===== src/rtl/instr_loader_pkg.sv =====
// rtl/instr_loader_pkg.sv - shared types and constants for the instruction loader
package loader_pkg;

  typedef enum logic [1:0] {
    IDLE,
    LOAD,
    WRITE,
    DONE
  } state_t;

  localparam int BYTES_PER_WORD = 4;
  localparam int ADDR_STRIDE    = 4;

endpackage


===== src/rtl/instr_loader_if.sv =====
// rtl/instr_loader_if.sv - byte stream in, instruction memory write port out
interface instr_loader_if #(
  parameter int ADDR_WIDTH  = 32,
  parameter int INSTR_WIDTH = 32
);

  logic                   byte_valid;
  logic [7:0]             byte_data;
  logic                   byte_ready;
  logic                   mem_we;
  logic [ADDR_WIDTH-1:0]  mem_addr;
  logic [INSTR_WIDTH-1:0] mem_wdata;

  // Environment side: sources bytes, observes memory writes.
  modport master (
    output byte_valid, byte_data,
    input  byte_ready, mem_we, mem_addr, mem_wdata
  );

  // Loader side.
  modport slave (
    input  byte_valid, byte_data,
    output byte_ready, mem_we, mem_addr, mem_wdata
  );

endinterface


===== src/rtl/instr_loader_byte_packer.sv =====
// rtl/instr_loader_byte_packer.sv - little-endian byte-to-word assembler
module byte_packer
  import loader_pkg::*;
(
  input  logic        clk,
  input  logic        rst,
  input  logic        clear,
  input  logic        accept,
  input  logic [7:0]  byte_data,
  output logic [31:0] word,
  output logic        word_full
);

  localparam int IDX_W = $clog2(BYTES_PER_WORD);

  logic [IDX_W-1:0] byte_idx;
  logic [31:0]      shift_q;

  always_ff @(posedge clk) begin
    if (rst || clear) begin
      byte_idx <= '0;
      shift_q  <= '0;
    end else if (accept) begin
      shift_q[8*byte_idx +: 8] <= byte_data;
      byte_idx                 <= byte_idx + 1'b1;
    end
  end

  // Word including the byte being accepted now, so the top can register it
  // on the same edge the fourth byte arrives.
  always_comb begin
    word                    = shift_q;
    word[8*byte_idx +: 8]   = byte_data;
    word_full               = accept && (byte_idx == IDX_W'(BYTES_PER_WORD - 1));
  end

endmodule


===== src/rtl/instr_loader.sv =====
// rtl/instr_loader.sv - boot loader writing a byte stream into instruction memory
module instr_loader
  import loader_pkg::*;
#(
  parameter int ADDR_WIDTH  = 32,
  parameter int INSTR_WIDTH = 32,
  parameter int DEPTH_WORDS = 256,
  parameter int CNT_WIDTH   = $clog2(DEPTH_WORDS) + 1
) (
  input  logic                 clk,
  input  logic                 rst,
  input  logic                 start,
  input  logic [CNT_WIDTH-1:0] word_count,
  instr_loader_if.slave        bus,
  output logic                 busy,
  output logic                 done,
  output logic                 err,
  output logic                 cpu_rst
);

  state_t                 state_q, state_d;
  logic [CNT_WIDTH-1:0]   count_q;
  logic [CNT_WIDTH-1:0]   written_q;
  logic [ADDR_WIDTH-1:0]  addr_q;
  logic [ADDR_WIDTH-1:0]  mem_addr_q;
  logic [INSTR_WIDTH-1:0] mem_wdata_q;
  logic                   err_q;

  logic        start_ok;
  logic        oversize;
  logic        begin_load;
  logic        accept;
  logic [31:0] pk_word;
  logic        pk_full;

  byte_packer u_packer (
    .clk       (clk),
    .rst       (rst),
    .clear     (begin_load),
    .accept    (accept),
    .byte_data (bus.byte_data),
    .word      (pk_word),
    .word_full (pk_full)
  );

  always_comb begin
    state_d    = state_q;
    start_ok   = start && (state_q == IDLE || state_q == DONE);
    oversize   = word_count > CNT_WIDTH'(DEPTH_WORDS);
    begin_load = 1'b0;
    accept     = (state_q == LOAD) && bus.byte_valid;
    case (state_q)
      IDLE, DONE: begin
        if (start_ok) begin
          if (word_count == '0 || oversize) begin
            state_d = DONE;
          end else begin
            state_d    = LOAD;
            begin_load = 1'b1;
          end
        end
      end
      LOAD: begin
        if (pk_full) state_d = WRITE;
      end
      WRITE: begin
        state_d = (written_q + CNT_WIDTH'(1) == count_q) ? DONE : LOAD;
      end
      default: state_d = IDLE;
    endcase
  end

  always_ff @(posedge clk) begin
    if (rst) begin
      state_q     <= IDLE;
      count_q     <= '0;
      written_q   <= '0;
      addr_q      <= '0;
      mem_addr_q  <= '0;
      mem_wdata_q <= '0;
      err_q       <= 1'b0;
    end else begin
      state_q <= state_d;
      if (start_ok) err_q <= oversize;
      if (begin_load) begin
        count_q   <= word_count;
        written_q <= '0;
        addr_q    <= '0;
      end
      // Memory-facing registers only change when a word completes, so they
      // hold the last written value outside the write cycle.
      if (pk_full) begin
        mem_addr_q  <= addr_q;
        mem_wdata_q <= pk_word;
      end
      if (state_q == WRITE) begin
        addr_q    <= addr_q + ADDR_WIDTH'(ADDR_STRIDE);
        written_q <= written_q + CNT_WIDTH'(1);
      end
    end
  end

  assign bus.byte_ready = (state_q == LOAD);
  assign bus.mem_we     = (state_q == WRITE);
  assign bus.mem_addr   = mem_addr_q;
  assign bus.mem_wdata  = mem_wdata_q;
  assign busy           = (state_q == LOAD) || (state_q == WRITE);
  assign done           = (state_q == DONE);
  assign err            = err_q;
  assign cpu_rst        = (state_q != DONE);

endmodule

===== src/flat_wrapper.sv =====
// flat-port wrapper written by rule: the top's interface ports become plain ports
module instr_loader_flat import loader_pkg::*;
#(
  parameter int ADDR_WIDTH  = 32,
  parameter int INSTR_WIDTH = 32,
  parameter int DEPTH_WORDS = 256,
  parameter int CNT_WIDTH   = $clog2(DEPTH_WORDS) + 1
)
  (clk, rst, start, word_count, busy, done, err, cpu_rst, bus_byte_valid, bus_byte_data, bus_byte_ready, bus_mem_we, bus_mem_addr, bus_mem_wdata);
  instr_loader_if #(.ADDR_WIDTH(ADDR_WIDTH), .INSTR_WIDTH(INSTR_WIDTH)) bus_i ();
  input  logic clk;
  input  logic rst;
  input  logic start;
  input  logic [CNT_WIDTH-1:0] word_count;
  output logic busy;
  output logic done;
  output logic err;
  output logic cpu_rst;
  input wire logic [$bits(bus_i.byte_valid)-1:0] bus_byte_valid;
  input wire logic [$bits(bus_i.byte_data)-1:0] bus_byte_data;
  output wire logic [$bits(bus_i.byte_ready)-1:0] bus_byte_ready;
  output wire logic [$bits(bus_i.mem_we)-1:0] bus_mem_we;
  output wire logic [$bits(bus_i.mem_addr)-1:0] bus_mem_addr;
  output wire logic [$bits(bus_i.mem_wdata)-1:0] bus_mem_wdata;
  assign bus_i.byte_valid = bus_byte_valid;
  assign bus_i.byte_data = bus_byte_data;
  assign bus_byte_ready = bus_i.byte_ready;
  assign bus_mem_we = bus_i.mem_we;
  assign bus_mem_addr = bus_i.mem_addr;
  assign bus_mem_wdata = bus_i.mem_wdata;
  instr_loader #(.ADDR_WIDTH(ADDR_WIDTH), .INSTR_WIDTH(INSTR_WIDTH), .DEPTH_WORDS(DEPTH_WORDS), .CNT_WIDTH(CNT_WIDTH)) u_core (.clk(clk), .rst(rst), .start(start), .word_count(word_count), .bus(bus_i), .busy(busy), .done(done), .err(err), .cpu_rst(cpu_rst));
endmodule

===== config.mk =====
export PLATFORM = sky130hd
export DESIGN_NAME = instr_loader_flat
export DESIGN_NICKNAME = d
export VERILOG_FILES = /design/src/rtl/instr_loader_pkg.sv /design/src/rtl/instr_loader_if.sv /design/src/rtl/instr_loader_byte_packer.sv /design/src/rtl/instr_loader.sv /design/src/flat_wrapper.sv
export SDC_FILE = /design/constraint.sdc
export NUM_CORES = 1
export LEC_CHECK = 0
export BUFFER_PORTS_ARGS = -buffer_cell sky130_fd_sc_hd__buf_4
export CORE_ASPECT_RATIO = 1.1
export CORE_MARGIN = 4
export CORE_UTILIZATION = 55
export DETAILED_ROUTE_END_ITERATION = 16
export PLACE_DENSITY = 0.77
export REMOVE_ABC_BUFFERS = 1
export SLEW_MARGIN = 10
export SYNTH_ARGS = -nofsm -noshare
export SYNTH_HDL_FRONTEND = slang
export SYNTH_SLANG_ARGS = --single-unit

===== constraint.sdc =====
create_clock -name clk -period 2.9 [get_ports clk]
set_clock_uncertainty 0.15 [all_clocks]
set_input_delay 0.145 -clock clk [delete_from_list [all_inputs] [get_ports clk]]
set_output_delay 0.145 -clock clk [all_outputs]
set_load 0.02 [all_outputs]

## Word-level counts from Yosys, hierarchy flattened

Cells that the tools add are included.

| operators by class | value |
|---|---|
| $add $sub $neg | 4 |
| $mul | 0 |
| div/mod/pow operators | 0 |
| order comparisons | 1 |
| eq/ne operators | 8 |
| shift-type cells | 2 |
| mux-type cells | 13 |
| bitwise gates (word level) | 0 |
| reduce and logical (&&, ||, !) cells | 12 |

Operators with widths:

| cell | number |
|---|---|
| 2-to-1 mux 32 bit | 2 |
| negator 5 -> 34 bit | 1 |
| variable shift 8 x 34 -> 32 bit, first input constant | 1 |
| variable part select 8 x 34 -> 32 bit | 1 |
| adder 32 x 3 -> 32 bit, second input constant | 1 |
| bitwise mux 32 bit | 1 |
| 2-to-1 mux 9 bit | 2 |
| adder 9 x 1 -> 9 bit, second input constant | 1 |
| equality test 9 bit | 1 |
| > comparator 9 bit, second input constant | 1 |
| zero test 9 bit | 1 |
| 2-to-1 mux 2 bit | 4 |
| equality test 2 bit, second input constant | 3 |
| case mux 2 bit (3 select lines) | 1 |
| logical OR 1 bit | 4 |
| inequality test 2 x 1 -> 1 bit, second input constant | 2 |
| logical AND 1 bit | 3 |
| 2-to-1 mux 1 bit | 3 |
| adder 2 x 1 -> 2 bit, second input constant | 1 |
| equality test 2 x 1 -> 1 bit, second input constant | 1 |
| zero test 2 bit | 1 |
| inequality test 2 bit, second input constant | 1 |
| AND reduction 2 bit | 1 |
| nonzero test 2 bit | 1 |
| OR reduction 2 bit | 1 |

| storage, ports and cells | value |
|---|---|
| register bits | 151 |
| bits in latches | 0 |
| RAM bits | 0 |
| ROM bits | 0 |
| input bits | 21 |
| output and inout bits | 70 |
| word-level logic and storage cells | 49 |
| memories kept | 0 |

## Depth between registers and ports, before layout

| depth | value |
|---|---|
| word-level depth | 7 |
| depth in mapped cells | 9 |
| depth with buffers taken out | 8 |

## Hierarchy

Synthesis repeated with hierarchy kept, for this count alone.

| unflattened totals | value |
|---|---|
| cells, all modules | 748 |
| area, all modules | 6680.2 um^2 |

Modules (own cells, without submodules):

| module | times used | cells each | area an instance (um^2) | sequential area each (um^2) |
|---|---|---|---|---|
| instr_loader | 1 | 534 | 4849.7 | 2262.2 |
| byte_packer | 1 | 214 | 1830.5 | 680.7 |

## Worst setup path before layout

OpenSTA, ideal clock, no wires.

| timing path | value |
|---|---|
| path kind | flip-flop to flip-flop |
| from | register u_core.state_q[0] |
| to | register u_core.addr_q[26] |
| setup time | 0.061 ns |
| data arrival time | 1.871 ns |
| required time | 2.689 ns |
| setup slack | 0.819 ns |
| stages on the path, launching flop included | 8 |
| buffers on the path | 0 |
| clock period less this slack | 2.081 ns |
| path through | dfxtp_1 -> inv_1 -> ha_1 -> inv_1 -> nor4_4 -> nand2_1 -> or4_1 -> nand2_1 |

| on the way | value |
|---|---|
| elaborated cells between the ends (all ways) | 10 |
| those cells by class | 2 x eq/ne; 3 x mux; 5 x reduce/logical |

RTL lines:

| item | line | text |
|---|---|---|
| start: declaration | instr_loader.sv:21 | `state_t state_q, state_d;` |
| start signal: assignment | instr_loader.sv:83 | `state_q <= state_d;` |
| equality test 2 bit * | - |  |
| named net bus_mem_we | flat_wrapper.sv:22 | `output wire logic [$bits(bus_i.mem_we)-1:0] bus_mem_we;` |
| 2-to-1 mux 32 bit / nonzero test 2 bit (equally long branches) | - |  |
| end signal: assignment | instr_loader.sv:97 | `addr_q <= addr_q + ADDR_WIDTH'(ADDR_STRIDE);` |
| end: declaration | instr_loader.sv:24 | `logic [ADDR_WIDTH-1:0] addr_q;` |

The timed path passes the listed nets; every way through them passes the cells marked *.
A chain may end at the register's enable or synchronous reset.

## Worst setup path after layout

| timing path | value |
|---|---|
| from | input port word_count[0] |
| to | register u_core.written_q[6] |

| on the way | value |
|---|---|
| longest elaborated chain between the ends | 6 |
| elaborated cells between the ends (all ways) | 7 |
| those cells by class | 1 x order compare; 3 x mux; 3 x reduce/logical |

Ends and longest elaborated chain:

| item | line | text |
|---|---|---|
| start: declaration | flat_wrapper.sv:14 | `input logic [CNT_WIDTH-1:0] word_count;` |
| > comparator 9 bit / zero test 9 bit (equally long branches) | instr_loader.sv:49, instr_loader.sv:55 |  |
| logical OR 1 bit * | instr_loader.sv:55 | `if (word_count == '0 \|\| oversize) begin` |
| 2-to-1 mux 1 bit * | instr_loader.sv:55 |  |
| 2-to-1 mux 1 bit * | instr_loader.sv:54 | `if (start_ok) begin` |
| 2-to-1 mux 1 bit * | instr_loader.sv:52 | `case (state_q)` |
| nonzero test 2 bit (no line) * | - |  |
| end signal: assignment | instr_loader.sv:98 | `written_q <= written_q + CNT_WIDTH'(1);` |
| end: declaration | instr_loader.sv:23 | `logic [CNT_WIDTH-1:0] written_q;` |

Every way passes the cells marked *; elsewhere a longest branch is shown, timed or not.

==> metrics.txt <==
PortBufs=88; Avg Inst Size Synth=8.22 µm²; P&R area growth vs syn=24.7%; number of global-route vias before repair=5291; Top delay family on crit path=simple AND/OR/NAND/NOR gates; critical path arrival=2.60 ns; IO Pins=91; critical path depth=11; design area=7580 µm²; overflow left after global routing=0; first-pass GRT wire length=25000 µm; initial drt markers=309; Crit. Startpoint=word_count[0]; Power, Total=5.25 mW; share of cells above drive strength 1=17.9%; wire length per cell=15.1 µm; GP Congestion=0.819; Leakage=2.83 nW; worst hold path type=primary input to flip-flop; clk_lat worst skew=0.41 ns; root buffer cell=clkbuf_16; Routed Antenna Nets=0; Reg clk slew, reported paths=0.05 ns; power per cell area=693 nW/µm²; RSZ-0062 raised after global routing=false; Post-synth EDFFs=0; Fin. Hold Viols=0; setup slack after layout=0.433 ns; Synth Register Bits=139; Synth Flop Type=dfxtp_1; CTS tree=done; Placed Area=6830 µm²; Hold Buf Count CTS=18; Tcrit/Tclk final=85.1%; CP Max Fanout=15; Async SR Flop Fraction=0%; Post-route DRC=0; DP HPWL=9610 µm; post-synth top area cell=dfxtp_1; Worst-Margin Slew=0.591 ns; most frequent cells in the layout=dfxtp_1, nand2_1, buf_4; min cycle time layout=2.47 ns; FMAX=0.405 GHz; Sink Count=139; status=finished clean; Pre-antenna DRT Iters=5; normalized max-slew margin=60.3%; Antenna Cells=0; pin count of the biggest net entering global routing=65; Die H=118 µm; # fillers=840; WS Path Type=primary input to flip-flop; R2R cell count=8; clk buf depth=2; cell count after synthesis=739; CTS resizes=0; sequential share of the synthesized area=45.8%; initial antenna violation count=0; Via Count=5522; All-Layer GR Usage=23.8%; r2r setup slk=0.67 ns; Crit Reg-Reg Startpoint=u_core.state_q[0]; final setup vio count=0; CP required=3.04 ns; Routed WL=14900 µm; Core Footprint=10900 µm²; pre-CTS setup slack=0.569 ns; number of placement rows=40; WP buf/inv=3; drt via density=5.61; CTS Buf Count=17; CP max-delay cell=dlygate4sd3_1; Setup crit start kind=primary input; Worst Setup EP=u_core.written_q[6]; synthesized area=6080 µm²; Synthesis Warnings=0; fin. max-slew vios=0; Layout Nets=858; RR Endpoint=u_core.written_q[6]; Initial Util=56.0%; Die Width=108 µm; final setup TNS=0 ns; CTS H-tree lvls=4; Area contributors post-synth=dfxtp_1, a21oi_1, nand2_1, a211oi_1, nor2_1; highest cell delay on the worst timing path=0.54 ns; die area=12800 µm²; commonest non-fill, non-tap cell in the layout=dfxtp_1; Synth top area share=45.8%; worst-path cell chain=dlygate4sd3_1 > buf_4 > nor4_1 > nand2_1 > ha_1 > and3_1 > nor2_1 > buf_4 > a21o_1 > a21oi_1 > nor2_1; postcts setup bufs=0; Distinct cells, synth=53; Worst Setup End Kind=flip-flop; VDD IR max=427 µV; Max-Cap Viols=0
worst register-to-register path, stage by stage, from the launching register on:
cell     delay (ns)
dfxtp_1        0.39
inv_1          0.07
ha_1           0.38
and3_1         0.46
nor2_1         0.08
buf_4          0.21
a21o_1         0.17
a21oi_1        0.15
nor2_1         0.05
cell type report:
| cell class | count | area [µm²] | area share [%] |
|---|---|---|---|
| multi-input combinational | 537 | 3030 | 39.9 |
| clock buffer | 24 | 482 | 6.36 |
| clock inverter | 7 | 90.1 | 1.19 |
| sequential | 139 | 2780 | 36.7 |
| timing repair buffer | 122 | 986 | 13.0 |
| tap | 147 | 184 | 2.43 |
| inverter | 8 | 30.0 | 0.396 |
metrics by stage:
step | util (%) | hold WS [ns] | cells
2_1_floorplan | - | 0.0641 | 684
3_3_place_gp | 62.9 | 0.259 | 935
3_5_place_dp | 62.9 | 0.265 | 935
4_1_cts | 69.8 | 0.0139 | 984
5_1_grt | 69.8 | 0.0379 | 984
6_report | 69.8 | 0.0223 | 984
report_power, final:
group	internal [mW]	switching [mW]
Sequential	2.03	0.0856
Combinational	0.393	0.643
Clock	1.32	0.770
Total	3.75	1.50
worst min path at each step:
stage | start | end | slack [ns] | cells after the start
floorplan | rst | u_core.addr_q[11] | 0.06 | 1
global placement | word_count[5] | u_core.count_q[5] | 0.26 | 3
detailed placement | word_count[5] | u_core.count_q[5] | 0.27 | 3
CTS | rst | u_core.written_q[3] | 0.01 | 2
global route | rst | u_core.written_q[6] | 0.04 | 2
finish | rst | u_core.addr_q[3] | 0.02 | 2
cells by family after synthesis:
kind of cell	after synthesis	share of synthesized area, %
DFF	139	45.8
adders and majority gates	12	2.47
AOI/OAI and AO/OA	189	18.9
xor gates and xnor gates	20	2.88
other	1	0.0617
buffers and inverters	64	4.51
and+or+nand+nor	305	23.9
muxes	9	1.52
sequential cells by signal, indices dropped and copies added (netlist names):
| name | flops |
|---|---|
| u_core.state_q | 2 |
| u_core.bus.mem_wdata | 32 |
| u_core.bus.mem_addr | 30 |
| u_core.written_q | 9 |
| u_core.err | 1 |
| u_core.u_packer.byte_idx | 2 |
| u_core.count_q | 9 |
| u_core.addr_q | 30 |
| u_core.u_packer.shift_q | 24 |
cell usage after synthesis, drive strengths merged (9+ instances only):
library cell / instances
a211oi: 50
a21oi: 97
and3: 9
buf: 17
clkbuf: 39
dfxtp: 139
ha: 12
nand2: 125
nand3: 16
nand4: 11
nor2: 76
nor2b: 24
nor3: 9
o21ai: 16
xnor2: 11
xor2: 9
per-layer routing:
metal  up-vias  global-route usage (%)  part of all wire (%)
met5         -                       0                     0
met4         0                    6.47                   1.4
met3        26                    6.34                   5.9
met2       170                    40.6                    51
met1      2585                    29.4                    42
li1       2741                       -                     -
No activity file was read; power rests on OpenSTA's default activity.
